==> src/rtl/ext_mem_arb_pkg.sv <==
// rtl/ext_mem_arb_pkg.sv - shared types and constants for the external-memory arbiter
package ext_mem_arb_pkg;

  // Pad-sequencing FSM states
  typedef enum logic [2:0] {
    IDLE  = 3'd0,
    ADDR  = 3'd1,
    WDATA = 3'd2,
    RWAIT = 3'd3,
    ACK   = 3'd4
  } arb_state_e;

  // Requester identity; also the encoding of the round-robin last grant
  typedef enum logic {
    REQ_CPU  = 1'b0,
    REQ_HOST = 1'b1
  } req_id_e;

  // Width of the read-wait down-counter (READ_WAIT is 1..15)
  localparam int RW_CNT_W = 4;

  // Value loaded into the read-wait counter on entry to RWAIT
  function automatic logic [RW_CNT_W-1:0] rw_load(input int read_wait);
    return RW_CNT_W'(read_wait - 1);
  endfunction

endpackage

==> src/rtl/rr_arb2.sv <==
// rtl/rr_arb2.sv - two-way round-robin grant with a last-grant register
module rr_arb2
  import ext_mem_arb_pkg::*;
(
  input  logic    clk,
  input  logic    rst_n,
  input  logic    cpu_req_i,
  input  logic    host_req_i,
  input  logic    advance_i,
  input  req_id_e adv_id_i,
  output logic    gnt_valid_o,
  output req_id_e gnt_id_o
);

  req_id_e last_q;
  req_id_e last_d;

  // Last-grant register: starts as CPU so the host wins the first tie
  always_ff @(posedge clk or negedge rst_n) begin
    if (!rst_n) begin
      last_q <= REQ_CPU;
    end else begin
      last_q <= last_d;
    end
  end

  // Record the completed grant only when the transaction is acknowledged
  always_comb begin
    last_d = last_q;
    if (advance_i) begin
      last_d = adv_id_i;
    end
  end

  // Grant: a lone request wins; on a tie the port not served last wins
  always_comb begin
    gnt_valid_o = cpu_req_i | host_req_i;
    gnt_id_o    = REQ_CPU;
    if (cpu_req_i && host_req_i) begin
      if (last_q == REQ_CPU) begin
        gnt_id_o = REQ_HOST;
      end else begin
        gnt_id_o = REQ_CPU;
      end
    end else if (host_req_i) begin
      gnt_id_o = REQ_HOST;
    end
  end

endmodule

==> src/rtl/ext_mem_arbiter.sv <==
// rtl/ext_mem_arbiter.sv - CPU/host arbiter and pad sequencer for the external memory bus
module ext_mem_arbiter
  import ext_mem_arb_pkg::*;
#(
  parameter int ADDR_W    = 16,
  parameter int DATA_W    = 8,
  parameter int READ_WAIT = 2
) (
  input  logic              clk,
  input  logic              rst_n,
  input  logic              cpu_req,
  input  logic              cpu_we,
  input  logic [ADDR_W-1:0] cpu_addr,
  input  logic [DATA_W-1:0] cpu_wdata,
  output logic              cpu_ack,
  output logic [DATA_W-1:0] cpu_rdata,
  input  logic              host_req,
  input  logic              host_we,
  input  logic [ADDR_W-1:0] host_addr,
  input  logic [DATA_W-1:0] host_wdata,
  output logic              host_ack,
  output logic [DATA_W-1:0] host_rdata,
  input  logic [DATA_W-1:0] mem_rdata,
  output logic [ADDR_W-1:0] bus_out,
  output logic [ADDR_W-1:0] bus_oe,
  output logic              mar_we,
  output logic              ram_we,
  output logic              busy
);

  localparam logic [RW_CNT_W-1:0] RW_LOAD = rw_load(READ_WAIT);
  localparam logic [ADDR_W-1:0]   DATA_OE = {{(ADDR_W-DATA_W){1'b0}}, {DATA_W{1'b1}}};

  arb_state_e          state_q, state_d;
  req_id_e             id_q, id_d;
  logic                we_q, we_d;
  logic [ADDR_W-1:0]   addr_q, addr_d;
  logic [DATA_W-1:0]   wdata_q, wdata_d;
  logic [RW_CNT_W-1:0] cnt_q, cnt_d;
  logic [DATA_W-1:0]   cpu_rdata_q, cpu_rdata_d;
  logic [DATA_W-1:0]   host_rdata_q, host_rdata_d;

  logic [ADDR_W-1:0]   bus_out_q, bus_out_d;
  logic [ADDR_W-1:0]   bus_oe_q, bus_oe_d;
  logic                mar_we_q, mar_we_d;
  logic                ram_we_q, ram_we_d;
  logic                cpu_ack_q, cpu_ack_d;
  logic                host_ack_q, host_ack_d;
  logic                busy_q, busy_d;

  logic                gnt_valid;
  req_id_e             gnt_id;
  logic                advance;

  rr_arb2 u_rr_arb2 (
    .clk         (clk),
    .rst_n       (rst_n),
    .cpu_req_i   (cpu_req),
    .host_req_i  (host_req),
    .advance_i   (advance),
    .adv_id_i    (id_q),
    .gnt_valid_o (gnt_valid),
    .gnt_id_o    (gnt_id)
  );

  // Next state: latch the winner in IDLE, then walk the pad phases on the latched copy
  always_comb begin
    state_d      = state_q;
    id_d         = id_q;
    we_d         = we_q;
    addr_d       = addr_q;
    wdata_d      = wdata_q;
    cnt_d        = cnt_q;
    cpu_rdata_d  = cpu_rdata_q;
    host_rdata_d = host_rdata_q;
    advance      = 1'b0;
    unique case (state_q)
      IDLE: begin
        if (gnt_valid) begin
          state_d = ADDR;
          id_d    = gnt_id;
          if (gnt_id == REQ_HOST) begin
            we_d    = host_we;
            addr_d  = host_addr;
            wdata_d = host_wdata;
          end else begin
            we_d    = cpu_we;
            addr_d  = cpu_addr;
            wdata_d = cpu_wdata;
          end
        end
      end
      ADDR: begin
        if (we_q) begin
          state_d = WDATA;
        end else begin
          state_d = RWAIT;
          cnt_d   = RW_LOAD;
        end
      end
      WDATA: begin
        state_d = ACK;
      end
      RWAIT: begin
        if (cnt_q == '0) begin
          state_d = ACK;
          if (id_q == REQ_HOST) begin
            host_rdata_d = mem_rdata;
          end else begin
            cpu_rdata_d = mem_rdata;
          end
        end else begin
          cnt_d = cnt_q - 1'b1;
        end
      end
      ACK: begin
        state_d = IDLE;
        advance = 1'b1;
      end
      default: begin
        state_d = IDLE;
      end
    endcase
  end

  // Pad drive and acks decoded from the next state so they leave a flop directly
  always_comb begin
    bus_out_d  = '0;
    bus_oe_d   = '0;
    mar_we_d   = 1'b0;
    ram_we_d   = 1'b0;
    cpu_ack_d  = (state_d == ACK) && (id_d == REQ_CPU);
    host_ack_d = (state_d == ACK) && (id_d == REQ_HOST);
    busy_d     = (state_d != IDLE);
    case (state_d)
      ADDR: begin
        bus_out_d = addr_d;
        bus_oe_d  = '1;
        mar_we_d  = 1'b1;
      end
      WDATA: begin
        bus_out_d = ADDR_W'(wdata_d);
        bus_oe_d  = DATA_OE;
        ram_we_d  = 1'b1;
      end
      default: begin
        bus_out_d = '0;
      end
    endcase
  end

  // FSM, transaction latches, counter and read-data holding registers
  always_ff @(posedge clk or negedge rst_n) begin
    if (!rst_n) begin
      state_q      <= IDLE;
      id_q         <= REQ_CPU;
      we_q         <= 1'b0;
      addr_q       <= '0;
      wdata_q      <= '0;
      cnt_q        <= '0;
      cpu_rdata_q  <= '0;
      host_rdata_q <= '0;
    end else begin
      state_q      <= state_d;
      id_q         <= id_d;
      we_q         <= we_d;
      addr_q       <= addr_d;
      wdata_q      <= wdata_d;
      cnt_q        <= cnt_d;
      cpu_rdata_q  <= cpu_rdata_d;
      host_rdata_q <= host_rdata_d;
    end
  end

  // Registered pad outputs and acks; reset clears them immediately
  always_ff @(posedge clk or negedge rst_n) begin
    if (!rst_n) begin
      bus_out_q  <= '0;
      bus_oe_q   <= '0;
      mar_we_q   <= 1'b0;
      ram_we_q   <= 1'b0;
      cpu_ack_q  <= 1'b0;
      host_ack_q <= 1'b0;
      busy_q     <= 1'b0;
    end else begin
      bus_out_q  <= bus_out_d;
      bus_oe_q   <= bus_oe_d;
      mar_we_q   <= mar_we_d;
      ram_we_q   <= ram_we_d;
      cpu_ack_q  <= cpu_ack_d;
      host_ack_q <= host_ack_d;
      busy_q     <= busy_d;
    end
  end

  assign bus_out    = bus_out_q;
  assign bus_oe     = bus_oe_q;
  assign mar_we     = mar_we_q;
  assign ram_we     = ram_we_q;
  assign cpu_ack    = cpu_ack_q;
  assign host_ack   = host_ack_q;
  assign busy       = busy_q;
  assign cpu_rdata  = cpu_rdata_q;
  assign host_rdata = host_rdata_q;

endmodule

==> config.mk <==
export PLATFORM = sky130hd
export DESIGN_NAME = ext_mem_arbiter
export DESIGN_NICKNAME = d
export VERILOG_FILES = /design/src/rtl/ext_mem_arb_pkg.sv /design/src/rtl/rr_arb2.sv /design/src/rtl/ext_mem_arbiter.sv
export SDC_FILE = /design/constraint.sdc
export NUM_CORES = 1
export LEC_CHECK = 0
export ABC_AREA = 1
export BUFFER_PORTS_ARGS = -buffer_cell sky130_fd_sc_hd__buf_2
export CAP_MARGIN = 30
export CORE_MARGIN = 4
export CORE_UTILIZATION = 47
export DETAILED_ROUTE_END_ITERATION = 12
export GPL_TIMING_DRIVEN = 0
export PLACE_DENSITY = 0.8
export SLEW_MARGIN = 10
export SYNTH_ARGS = -nofsm -noshare
export SYNTH_HDL_FRONTEND = slang
export SYNTH_HIERARCHICAL = 1
export SYNTH_SLANG_ARGS = --single-unit
==> constraint.sdc <==
create_clock -name clk -period 1.75 [get_ports clk]
set_clock_uncertainty 0.15 [all_clocks]
set_input_delay 0.175 -clock clk [delete_from_list [all_inputs] [get_ports clk]]
set_output_delay 0.175 -clock clk [all_outputs]
set_load 0.02 [all_outputs]
==> metrics <==
Setup-failing EPs final=0; dpl ws=-69.3 ps; Avg WL per Cell=12.3 µm; Mapped Area=2760 µm²; vias per cell=between 4 and 5; Mapped Cells=roughly 310; drt pass-1 iters=4; vias in the first global route=2,444; sequential element share of the synthesized area=between 50 and 60%; met3 Usage GRT=4.71%; Worst-Margin Slew=just under 600 ps; Yosys cell types=30; CP Launch Type=flip-flop; Final Util=69.5%; crit path time final=1650 ps; initial antenna violation count=0; Max clock buf depth=2; Layout Nets=about 530; area post-placement=~3400 µm²; GRT Overall Usage=a little under a fifth; num rows=27; final worst slack=98.1 ps; DR iter-0 viols=50; Power Density=1610 nW/µm²; Die ar.=just over 7000 µm²; CTS Root Cell=clkbuf_8; CORE AREA=5610 µm²; clk_lat worst skew=roughly 300 ps; fin. max-slew vios=0; CTS tree=built; Post-route DRC=0; top post-synthesis cells by area=dfrtp_1, nand2_1, o21ai_2, buf_4, inv_1; worst hold path class=input pin to flip-flop; post-detail-place hpwl=~4800 µm; Final ANT Viol Nets=0; clock sink count=between 50 and 60; yosys warns=6; sw frac=between 40% and 50%; CTS H-tree depth=2; share of cells above drive strength 1=between 40 and 50%; Critical Path Fanout Max=10; RSZ-0062 raised after global routing=false; final hold violation count=0; TNS Setup=0 ps; Max Cap Viol=0; Total Power=6.26 mW; Pint=3.74 mW; Layout area overhead=41.4%; first-pass GRT wire length=11,000 µm; Critical Path RT=1810 ps; met2 usage=around a third; switching power=between 2 and 3 mW; global routing's busiest layer=met2; Peak VDD IR=around 0.91 mV; clock buffer count from CTS=5; final global-route overflow total=0; Clk pin slew, worst setup/hold paths=100 ps; Via Count=~2,500; Detailed Route WL=about 6600 µm; largest net degree at the start of global routing=32; post-synth top area cell=dfrtp_1; syn_area_per_cell=8.81 µm²; Design Area, Final=roughly 3900 µm²; Leakage Power=~2.2 nW; crit share post-route=94.4%; Worst Setup End Kind=flip-flop; Die Y-Extent=roughly 85 µm; ant diodes=0; initial core utilization=49.2%; io pins=about 120; sequential share of power=around a third; outcome=complete, no violations; Comb power frac=around half; clock power share=between 15 and 20%; IO buf count=about 110; critical path class=flip-flop to flip-flop; top-area cell type share of the netlist area=between 50% and 60%; Die Span X=roughly 85 µm; Placer Congestion=0.775; Slew HR=61.3%; Seq cells post-synth=between 50 and 60; GR Util met1=a little under a quarter; Achievable Freq=~600 MHz; crit path DAT=roughly 1700 ps; Syn Nets=between 300 and 400
routing by layer:
metal | routed length [µm] | up-vias
met4 | 18 | 0
met2 | 3380 | 84
met5 | 0 | -
met1 | 2710 | 1141
li1 | - | 1249
met3 | 473 | 2
final timing paths:
| path | to | slack, ps | cells past startpoint | startpoint |
|---|---|---|---|---|
| setup / recovery | host_rdata[5]$_DFFE_PN0P_ | 100 | 8 | cnt_q[0]$_DFFE_PN0P_ |
| hold / removal | bus_out[11]$_DFF_PN0_ | 10 | 5 | cpu_addr[11] |
| setup reg to reg | host_rdata[5]$_DFFE_PN0P_ | 100 | 8 | cnt_q[0]$_DFFE_PN0P_ |
| hold reg to reg | cpu_rdata[5]$_DFFE_PN0P_ | 340 | 2 | cpu_rdata[5]$_DFFE_PN0P_ |
| max in group asynchronous | bus_out[12]$_DFF_PN0_ | 640 | 3 | rst_n |
| min in group asynchronous | cpu_rdata[7]$_DFFE_PN0P_ | 240 | 2 | rst_n |
stage by stage:
step / hold WS, ps / std cells
final: 13.7 / 537
after global routing: 20.7 / 537
after CTS: 1.08 / 535
after detailed placement: 50.4 / 500
after global placement: 265 / 499
after floorplan: -271 / 313
area by class of cell:
type                            instances  area (µm²)
Sequential cell                        56        1400
Fill cell                             468        1710
Clock inverter                          3        90.1
Buffer                                 27         200
Multi-Input combinational cell        191        1020
Tap cell                               72        90.1
Timing Repair Buffer                  144         876
Inverter                               39         146
Clock buffer                            5        68.8
cell usage after synthesis:
| library cell | count |
|---|---|
| buf_2 | 5 |
| or2_0 | 2 |
| xnor2_1 | 1 |
| o211ai_1 | 8 |
| dfrtp_1 | 56 |
| inv_1 | 37 |
| or2_2 | 5 |
| nand2_2 | 4 |
| or2_1 | 2 |
| o31ai_1 | 1 |
| o21ai_2 | 17 |
| ha_1 | 2 |
| and2_1 | 9 |
| nand4_1 | 1 |
| nor2_2 | 1 |
| buf_4 | 19 |
| nand2_4 | 2 |
| clkbuf_1 | 1 |
| inv_2 | 2 |
| a21oi_1 | 1 |
| nor2_1 | 14 |
| nor3_1 | 2 |
| o21ai_0 | 3 |
| nor2_4 | 1 |
| buf_6 | 2 |
| nand3_1 | 13 |
| nand3_2 | 1 |
| nand2_1 | 92 |
| nand3_4 | 1 |
| a21boi_0 | 8 |
sequential cells by signal (all words and copies together), names as in the netlist, 3 cells and up:
name	flops
host_rdata	8
bus_out	16
state_q	3
cpu_rdata	8
cnt_q	4
wdata_q	8
power by group through the flow:
stage | Sequential (mW) | Combinational (mW) | Clock [mW]
floorplan | 2.55 | 1.64 | 0
global placement | 2.12 | 2.88 | 0
detailed placement | 2.14 | 2.96 | 0
CTS | 2.12 | 3.03 | 1.15
global route | 2.18 | 3.33 | 1.20
finish | 2.12 | 3.02 | 1.12
worst max-delay path, stage by stage, from the launching register on:
cell and delay (ps):
dfrtp_1 390, inv_1 140, ha_1 170, nand3_1 140
nor2_4 190, nand2_4 110, buf_6 170, nand2_2 60
o21ai_2 50
repair_timing:
| item | CTS | global route |
|---|---|---|
| gates resized for setup | 3 | 9 |
| setup buffers | 0 | 2 |
| endpoints found under the hold margin | 54 | 0 |
| hold buffers | 27 | 0 |
| endpoints found under the setup margin | 18 | 20 |
cell usage in the layout (no fill, tap or decap):
| master | Yosys | final |
|---|---|---|
| a21boi_0 | 8 | 4 |
| a21boi_1 | 0 | 4 |
| a21oi_2 | 0 | 1 |
| and2_1 | 9 | 9 |
| buf_12 | 0 | 1 |
| buf_2 | 5 | 118 |
| buf_4 | 19 | 23 |
| buf_6 | 2 | 2 |
| bufinv_16 | 0 | 3 |
| clkbuf_8 | 0 | 5 |
| dfrtp_1 | 56 | 56 |
| dlygate4sd3_1 | 0 | 27 |
| ha_1 | 2 | 2 |
| inv_1 | 37 | 37 |
| inv_2 | 2 | 2 |
| nand2_1 | 92 | 91 |
| nand2_2 | 4 | 5 |
| nand2_4 | 2 | 2 |
| nand3_1 | 13 | 13 |
| nand3_2 | 1 | 1 |
| nand3_4 | 1 | 1 |
| nand4_1 | 1 | 1 |
| nor2_1 | 14 | 13 |
| nor2_2 | 1 | 2 |
| nor2_4 | 1 | 1 |
| nor3_1 | 2 | 2 |
| o211ai_1 | 8 | 8 |
| o21ai_0 | 3 | 3 |
| o21ai_2 | 17 | 17 |
| o31ai_1 | 1 | 1 |
| or2_0 | 2 | 2 |
| or2_1 | 2 | 2 |
| or2_2 | 5 | 5 |
| xnor2_1 | 1 | 1 |
cell families (layout without fill, tap and decap cells):
group,count (synthesis),count (layout),share of synthesized area (%)
XOR/XNOR,1,1,0.318
AND/OR/NAND/NOR,150,150,24.8
flip-flops,56,56,50.8
buffers and inverters,66,218,12.3
AO/OA/AOI/OAI,38,38,10.8
adder cells (fa/ha/maj),2,2,0.908
No activity file was read; power rests on OpenSTA's default activity.
